## src/rtl/mod_n_pkg.sv

```systemverilog
// Shared types and constants for the modulo-N counter sequencer.
package mod_n_pkg;

    typedef enum logic [1:0] {
        IDLE = 2'd0,
        RUN  = 2'd1,
        DONE = 2'd2
    } state_t;

    localparam int unsigned MOD_MIN = 2;

endpackage

```

## src/rtl/mod_n_core.sv

```systemverilog
// Modulo-N counting datapath: counts while en, wraps at mod-1 and flags the wrap cycle.
module mod_n_core #(
    parameter int unsigned W = 4
) (
    input  logic         clk,
    input  logic         rst,
    input  logic         en,
    input  logic         clr,
    input  logic [W-1:0] mod,
    output logic [W-1:0] q,
    output logic         wrap
);

    logic at_top;

    assign at_top = (q == W'(mod - W'(1)));
    assign wrap   = en && at_top && !clr;

    always_ff @(posedge clk or posedge rst) begin
        if (rst) begin
            q <= '0;
        end else if (clr) begin
            q <= '0;
        end else if (en) begin
            q <= at_top ? '0 : W'(q + W'(1));
        end
    end

endmodule

```

## src/rtl/mod_n_ctrl.sv

```systemverilog
// Sequencer running a modulo-N counter for a configured number of periods.
// Optional MOD_N_CTRL_PAUSE_EN adds a pause input that freezes the run.
module mod_n_ctrl
    import mod_n_pkg::*;
#(
    parameter int unsigned W  = 4,
    parameter int unsigned CW = 8
) (
    input  logic          clk,
    input  logic          rst,
    input  logic          cfg_valid,
    output logic          cfg_ready,
    input  logic [W-1:0]  cfg_mod,
    input  logic [CW-1:0] cfg_periods,
    input  logic          abort,
`ifdef MOD_N_CTRL_PAUSE_EN
    input  logic          pause,
`endif
    output logic          busy,
    output logic [W-1:0]  q,
    output logic          tc,
    output logic          done,
    output logic          err
);

    state_t        state, state_nx;
    logic [W-1:0]  mod_r;
    logic [CW-1:0] per_r;
    logic [CW-1:0] pcnt;
    logic          pause_act;
    logic          cfg_ok;
    logic          accept;
    logic          reject;
    logic          last_wrap;
    logic          core_en;
    logic          core_clr;
    logic          wrap;

`ifdef MOD_N_CTRL_PAUSE_EN
    assign pause_act = pause;
`else
    assign pause_act = 1'b0;
`endif

    assign cfg_ok    = (cfg_mod >= W'(MOD_MIN)) && (cfg_periods != '0);
    // Compare before incrementing so the maximum period count never overflows.
    assign last_wrap = wrap && (pcnt == CW'(per_r - CW'(1)));

    mod_n_core #(.W(W)) u_core (
        .clk  (clk),
        .rst  (rst),
        .en   (core_en),
        .clr  (core_clr),
        .mod  (mod_r),
        .q    (q),
        .wrap (wrap)
    );

    // State register
    always_ff @(posedge clk or posedge rst) begin
        if (rst) begin
            state <= IDLE;
        end else begin
            state <= state_nx;
        end
    end

    // Next-state logic; abort wins over a simultaneous final wrap
    always_comb begin
        state_nx = state;
        case (state)
            IDLE: begin
                if (cfg_valid && cfg_ok) begin
                    state_nx = RUN;
                end
            end
            RUN: begin
                if (abort) begin
                    state_nx = IDLE;
                end else if (last_wrap) begin
                    state_nx = DONE;
                end
            end
            DONE:    state_nx = IDLE;
            default: state_nx = IDLE;
        endcase
    end

    // Datapath control and combinational terminal count
    always_comb begin
        accept   = 1'b0;
        reject   = 1'b0;
        core_en  = 1'b0;
        core_clr = 1'b0;
        tc       = 1'b0;
        case (state)
            IDLE: begin
                accept   = cfg_valid && cfg_ok;
                reject   = cfg_valid && !cfg_ok;
                core_clr = accept;
            end
            RUN: begin
                core_clr = abort;
                core_en  = !abort && !pause_act;
                tc       = !pause_act && (q == W'(mod_r - W'(1)));
            end
            default: begin
                core_en = 1'b0;
            end
        endcase
    end

    // Config latches and period counter
    always_ff @(posedge clk or posedge rst) begin
        if (rst) begin
            mod_r <= '0;
            per_r <= '0;
            pcnt  <= '0;
        end else begin
            if (accept) begin
                mod_r <= cfg_mod;
                per_r <= cfg_periods;
                pcnt  <= '0;
            end else if (state == RUN) begin
                if (abort || last_wrap) begin
                    pcnt <= '0;
                end else if (wrap) begin
                    pcnt <= CW'(pcnt + CW'(1));
                end
            end
        end
    end

    // Registered status outputs track the state being entered
    always_ff @(posedge clk or posedge rst) begin
        if (rst) begin
            cfg_ready <= 1'b1;
            busy      <= 1'b0;
            done      <= 1'b0;
            err       <= 1'b0;
        end else begin
            cfg_ready <= (state_nx == IDLE);
            busy      <= (state_nx == RUN);
            done      <= (state_nx == DONE);
            err       <= reject;
        end
    end

endmodule
```

## config.mk

```make
export PLATFORM = sky130hd
export DESIGN_NAME = mod_n_ctrl
export DESIGN_NICKNAME = d
export VERILOG_FILES = /design/src/rtl/mod_n_pkg.sv /design/src/rtl/mod_n_core.sv /design/src/rtl/mod_n_ctrl.sv
export SDC_FILE = /design/constraint.sdc
export NUM_CORES = 1
export LEC_CHECK = 0
export BUFFER_PORTS_ARGS = -buffer_cell sky130_fd_sc_hd__buf_4
export CAP_MARGIN = 20
export CORE_MARGIN = 5
export CORE_UTILIZATION = 61
export CTS_CLUSTER_DIAMETER = 150
export DETAILED_ROUTE_END_ITERATION = 6
export PLACE_DENSITY = 0.84
export REMOVE_ABC_BUFFERS = 1
export SYNTH_ARGS = -nofsm -noshare
export SYNTH_HDL_FRONTEND = slang
export SYNTH_HIERARCHICAL = 1
export SYNTH_SLANG_ARGS = --single-unit
```

## constraint.sdc

```tcl
create_clock -name clk -period 4.5 [get_ports clk]
set_input_delay 0.9 -clock clk [delete_from_list [all_inputs] [get_ports clk]]
set_output_delay 0.9 -clock clk [all_outputs]
set_load 0.005 [all_outputs]
```

# Word-level counts from Yosys, hierarchy flattened
# Cells that the tools add are included.
[word_totals]
output_inout_bits = 9
word_cells = 52
ff_bits = 30
[op_classes]
eq_ne = 5
n_mux = 16
reduce_logical = 17
addsub = 4
order_cmp = 1
[ops]
columns = ["op", "n"]
rows = [
  ["two-way mux 8 bit", 4],
  ["two-way mux 4 bit", 3],
  ["adder 8 x 1 -> 8 bit (second input constant)", 1],
  ["equality test 8 bit", 1],
  ["nonzero test 8 bit", 1],
  ["subtractor 8 x 1 -> 8 bit (second input constant)", 1],
  ["logical AND 1 bit", 6],
  ["two-way mux 2 bit", 3],
  ["adder 4 x 1 -> 4 bit (second input constant)", 1],
  ["equality test 2 x 1 -> 1 bit (second input constant)", 2],
  ["equality test 4 bit", 1],
  ["greater-or-equal comparator 4 x 2 -> 1 bit (second input constant)", 1],
  ["zero test 2 bit", 2],
  ["two-way mux 1 bit", 4],
  ["case mux 2 bit (2 select lines)", 1],
  ["nonzero test 2 bit", 2],
  ["subtractor 4 x 1 -> 4 bit (second input constant)", 1],
  ["zero test 1 bit", 3],
  ["nonzero test 3 bit", 1],
  ["equality test 2 bit (second input constant)", 1],
  ["case mux 1 bit (2 select lines)", 1],
  ["AND reduction 2 bit", 1],
  ["logical OR 1 bit", 1],
]

# Longest topological paths before layout
[logic_depth]
depth_word = 11

# By module
# The synthesis kept the hierarchy.
[by_module_without_submodules]
columns = ["module", "seq_area_each_um2", "cells_per_inst", "n_inst", "area_each_um2"]
rows = [
  ["mod_n_ctrl", 651.9, 144, 1, 1452.6],
  ["mod_n_core", 100.1, 35, 1, 331.6],
]

# Worst setup path after synthesis
# No wires, ideal clock.
[synth_timing]
path_type = "input port to flip-flop"
start = "input port abort"
end = "register pcnt[5]"
path_stages = 9
path_slack_ps = 1837
arrival_time_ps = 2544
t_required_ps = 4381
cell_sequence = "nor2_1 inv_1 nor4b_2 nor2_1 nor2_1 and2_1 nand3_1 xnor2_1 and2_1"
[synth_between]
elab_chain_len = 9
word_cells_on_any_way = 13
classes_between = "5 x mux; 8 x reduce/logical"
[synth_rtl]
columns = ["element", "line_no", "source"]
rows = [
  ["start: declaration", "mod_n_ctrl.sv:15", "input logic abort,"],
  ["zero test 1 bit", "mod_n_ctrl.sv:104", "core_en = !abort && !pause_act;"],
  ["two-way mux 1 bit", "mod_n_ctrl.sv:96", "case (state)"],
  ["logical AND 1 bit", "mod_n_core.sv:17", "assign wrap = en && at_top && !clr;"],
  ["logical AND 1 bit *", "mod_n_core.sv:17", ""],
  ["via wrap", "mod_n_ctrl.sv:37", "logic wrap;"],
  ["logical AND 1 bit", "mod_n_ctrl.sv:47", "assign last_wrap = wrap && (pcnt == CW'(per_r - CW'(1)));"],
  ["logical OR 1 bit", "mod_n_ctrl.sv:125", "if (abort || last_wrap) begin"],
  ["two-way mux 8 bit", "mod_n_ctrl.sv:125", ""],
  ["two-way mux 8 bit", "mod_n_ctrl.sv:124", "end else if (state == RUN) begin"],
  ["two-way mux 8 bit", "mod_n_ctrl.sv:120", "if (accept) begin"],
  ["end signal: assignment", "mod_n_ctrl.sv:128", "pcnt <= CW'(pcnt + CW'(1));"],
  ["end: declaration", "mod_n_ctrl.sv:29", "logic [CW-1:0] pcnt;"],
]
# Mark *: on every way through the listed nets, which the timed path passes. The rest lies on a longest branch. The select of a mux whose other input is x is not followed.
# A chain may end at the register's enable or synchronous reset.

# Worst setup path in the final report
[layout_timing]
start = "register mod_r[0]"
end = "register pcnt[5]"
[layout_between]
elab_chain_len = 9
word_cells_on_any_way = 11
classes_between = "1 x add/sub; 1 x eq/ne; 3 x mux; 6 x reduce/logical"
[layout_rtl]
columns = ["element", "line_no", "source"]
rows = [
  ["start: declaration", "mod_n_ctrl.sv:27", "logic [W-1:0] mod_r;"],
  ["start signal: assignment", "mod_n_ctrl.sv:121", "mod_r <= cfg_mod;"],
  ["subtractor 4 x 1 -> 4 bit *", "mod_n_core.sv:16", "assign at_top = (q == W'(mod - W'(1)));"],
  ["equality test 4 bit *", "mod_n_core.sv:16", ""],
  ["logical AND 1 bit * (2 in a row)", "mod_n_core.sv:17", ""],
  ["via wrap", "mod_n_ctrl.sv:37", ""],
  ["logical AND 1 bit", "mod_n_ctrl.sv:47", ""],
  ["logical OR 1 bit", "mod_n_ctrl.sv:125", ""],
  ["two-way mux 8 bit", "mod_n_ctrl.sv:125", ""],
  ["two-way mux 8 bit", "mod_n_ctrl.sv:124", ""],
  ["two-way mux 8 bit", "mod_n_ctrl.sv:120", ""],
]
# Marked as above.

==> reports/qor.csv <==
stage;metric;value;unit
setup_path;start_kind;flop;
logic_synthesis;ys.warnings.count;6;
layout;synthToLayoutAreaGrowth;17.32;%
grt;antenna_found_initial;0;
detailed_routing;drtIter0Drc;82;
clock_network;clk_latency;0.35;ns
detailed_routing;wl;3.867;mm
floorplanning;fp.coreArea;2781;um2
floorplanning;io_pins;25;
sta;relSlewSlack;28.41;%
layout;final_cells;242;
detailed_routing;via_count;1450;
pwr;p_switching;0.0002872;W
clock_network;cts.path.max_buffers;2;
grt;grt_use_total;20.10;%
detailed_routing;wl_per_cell;15.98;um
detailed_routing;drc;0;
layout;final_area;2093;um2
place;hpwl;2.866;mm
detailed_routing;dr.pass1.iters;4;
sta;finalCriticalPeriod;2.811;ns
logic_synthesis;netlist_instances;179;
clock_network;clock-sinks;30;
grt;grt_max_degree;27;
clock_network;ctsHoldBuffers;0;
setup_path;end_kind;flop;
floorplanning;num_rows;19;
place;placed_area;2007;um2
pwr;p_leak;0.9540;nW
logic_synthesis;synth_area_leaders;dfrtp_1 (41%), xnor2_1 (6.4%), xor2_1 (5.9%);
pwr;peakVddDrop;0.3298;mV
pwr;p_per_area;383.1;nW/um2
layout;drive_gt1_share;23.22;%
sta;maxSlewViolCount;0;
clock_network;cts_resized;0;
setup_path;crit_chain;inv_1 > ha_1 > xor2_1 > nand3_1 > o31ai_2 > nor4b_2 > nor2_1 > nor2_1 > and2_1 > nand3_1 > xnor2_1 > and2_1;
floorplanning;die_area;4106;um2
layout;n_fill_cell;192;
run;maxCapViolations;0;
setup_path;cp.required;4.76;ns
logic_synthesis;yosysTopAreaCell;dfrtp_1;
sta;fin_skew;0.01344;ns
sta;timing.fmax;355.8;MHz
pwr;total_power;0.0008019;W
sta;setup_tns;0;ns
sta;max_slew.worst_pin.slew;1.072;ns
pwr;p_seq_share;46.0;%
clock_network;post-cts-setup-buffers;0;
detailed_routing;via_per_inst;5.992;
setup_path;worstPathArrival;3.07;ns
setup_path;slowest_stage;dfrtp_1;
clock_network;cts_tree;yes;
sta;finalHoldViolCount;0;
logic_synthesis;ys_seq_elements;30;
setup_path;worstPathMaxFanout;8;
setup_path;critPathKind;reg -> reg;
place;numPortBuffers;24;
clock_network;cts-root-buf;clkbuf_4;
place;place_congestion;0.7678;
floorplanning;die_h;64.08;um
run_status;status;completed;
sta;period_share;62.46;%
floorplanning;die_w;64.08;um
sta;setup_viol;0;
pwr;switching_share;35.81;%
layout;fin_nets;231;
logic_synthesis;ys_seq_area_share;42.15;%
logic_synthesis;synth_top_area_share;40.67;%
grt;grt_overflow_total;0;
pwr;clockPowerShare;21.5;%
setup_path;max_stage_delay;0.47;ns
pwr;intPower;0.0005147;W
logic_synthesis;netlist_area;1784;um2
grt;grt_pass1_wl;6.451;mm
clock_network;cts_inserted_buffers;5;
floorplanning;start_util;64.15;%
pwr;pwr-share-comb;32.5;%
sta;rsz0062_at_grt;false;
layout;diodes;0;
worst_hold_path;hp-class;in -> async;
grt;grt_pass1_vias;1458;
logic_synthesis;synthDistinctLibCells;41;
clock_network;h-tree-depth;2;
clock_network;clk_pin_slew_worst_paths;0.10;ns
place;dp_cells;233;
logic_synthesis;synth_area_per_cell;9.968;um2
detailed_routing;postRouteAntennaNets;0;
## worst paths after layout
| check | to | cells after the start | start | slack [ns] |
|---|---|---|---|---|
| setup / recovery | pcnt[5] | 12 | mod_r[0] | 1.69 |
| hold / removal | u_core/q[0] | 2 | rst | 0.43 |
| setup reg to reg | pcnt[5] | 12 | mod_r[0] | 1.69 |
| hold reg to reg | per_r[7] | 1 | per_r[7] | 0.56 |
| max in group asynchronous | cfg_ready | 3 | rst | 3.53 |
| min in group clk | per_r[7] | 1 | per_r[7] | 0.56 |
## sequential cells by signal (all words and copies together), names as in the netlist
signal	flops
done	1
pcnt	8
busy	1
state	2
u_core/q	4
per_r	8
err	1
cfg_ready	1
mod_r	4
## stage by stage
step | hold slack (ns) | setup WS [ns] | utilization, %
5_1_grt | 0.4379 | 1.454 | 75.26
2_1_floorplan | 0.5008 | 1.062 | -
3_5_place_dp | 0.5388 | 1.382 | 72.15
4_1_cts | 0.4202 | 1.700 | 74.27
3_3_place_gp | 0.5298 | 1.511 | 72.15
6_report | 0.4333 | 1.689 | 75.26
## cell type report
type	instances	area, um2	share of cell area, %
Multi-Input combinational cell	137	991.0	47.34
Sequential cell	30	752.0	35.92
Timing Repair Buffer	26	215.2	10.28
Clock buffer	8	58.81	2.809
Tap cell	31	38.79	1.853
Inverter	10	37.54	1.793
## logic make-up (layout without fill, tap and decap cells)
group | count (synthesis) | after routing | share of synthesized area, %
AOI/OAI and AO/OA | 29 | 29 | 12.41
xor gates and xnor gates | 26 | 26 | 13.18
adders and majority gates | 5 | 5 | 3.506
buffers and inverters | 12 | 44 | 2.594
DFF | 30 | 30 | 42.15
muxes | 8 | 8 | 5.049
and+or+nand+nor | 69 | 69 | 21.11
## power groups by stage
stage	Clock (W)	Sequential [W]	Combinational (W)
floorplan	0	0.000356	0.000192
detailed placement	0	0.000371	0.000257
CTS	0.000175	0.000367	0.000258
global placement	0	0.000369	0.000244
finish	0.000173	0.000368	0.000261
global route	0.000187	0.000375	0.000288
## worst max-delay path: cells and delay by family (launching register included)
family                   cells  cell delay [ns]
AND/OR/NAND/NOR              7             1.44
XOR/XNOR                     2             0.41
buffers and inverters        1             0.07
adder cells (fa/ha/maj)      1             0.21
AO/OA/AOI/OAI                1             0.12
flip-flops                   1             0.47
## cell usage after synthesis, drive strengths merged
cell,n
xnor2,14
a21o,1
a211oi,4
o31ai,4
nand2b,6
buf,1
nand4,1
nor3,5
or4,1
or2,3
ha,5
nand2,11
dfrtp,29
o32ai,2
xor2,12
nand3,7
a31oi,1
nor2,11
nand3b,2
o21a,1
o21ai,7
or3,1
and2,8
clkbuf,1
a21oi,2
o22ai,2
nor4,6
nor4b,1
and3,5
o211ai,2
a2111oi,2
dfstp,1
inv,10
mux2,8
a2bb2oi,1
or3b,1
## metal layers
metal	vias to the layer above	share of wire, %	GRT usage [%]	routed length, um
met5	-	0	0	0
met4	0	1.0	6.494	39
li1	701	-	-	-
met3	5	8.0	7.356	310
met1	690	45	26.18	1737
met2	54	46	31.03	1780
## layout by cell type (no fill, tap or decap), types with 2 or more instances in the layout
| cell | instances |
|---|---|
| buf_4 | 25 |
| clkbuf_4 | 5 |
| inv_1 | 10 |
| and2_1 | 8 |
| o32ai_1 | 2 |
| nand3_1 | 7 |
| o211ai_1 | 2 |
| xor2_1 | 12 |
| nor2_1 | 11 |
| dfrtp_1 | 29 |
| a2111oi_0 | 2 |
| nor3_1 | 5 |
| a21oi_1 | 2 |
| ha_1 | 5 |
| clkbuf_1 | 2 |
| nand2_1 | 11 |
| mux2_2 | 8 |
| o21ai_0 | 7 |
| nor4_1 | 6 |
| xnor2_1 | 13 |
| o31ai_1 | 3 |
| nand2b_1 | 6 |
| and3_1 | 5 |
| or2_2 | 2 |
| a211oi_1 | 2 |
| nand3b_1 | 2 |
(Power assumes the default switching activity.)
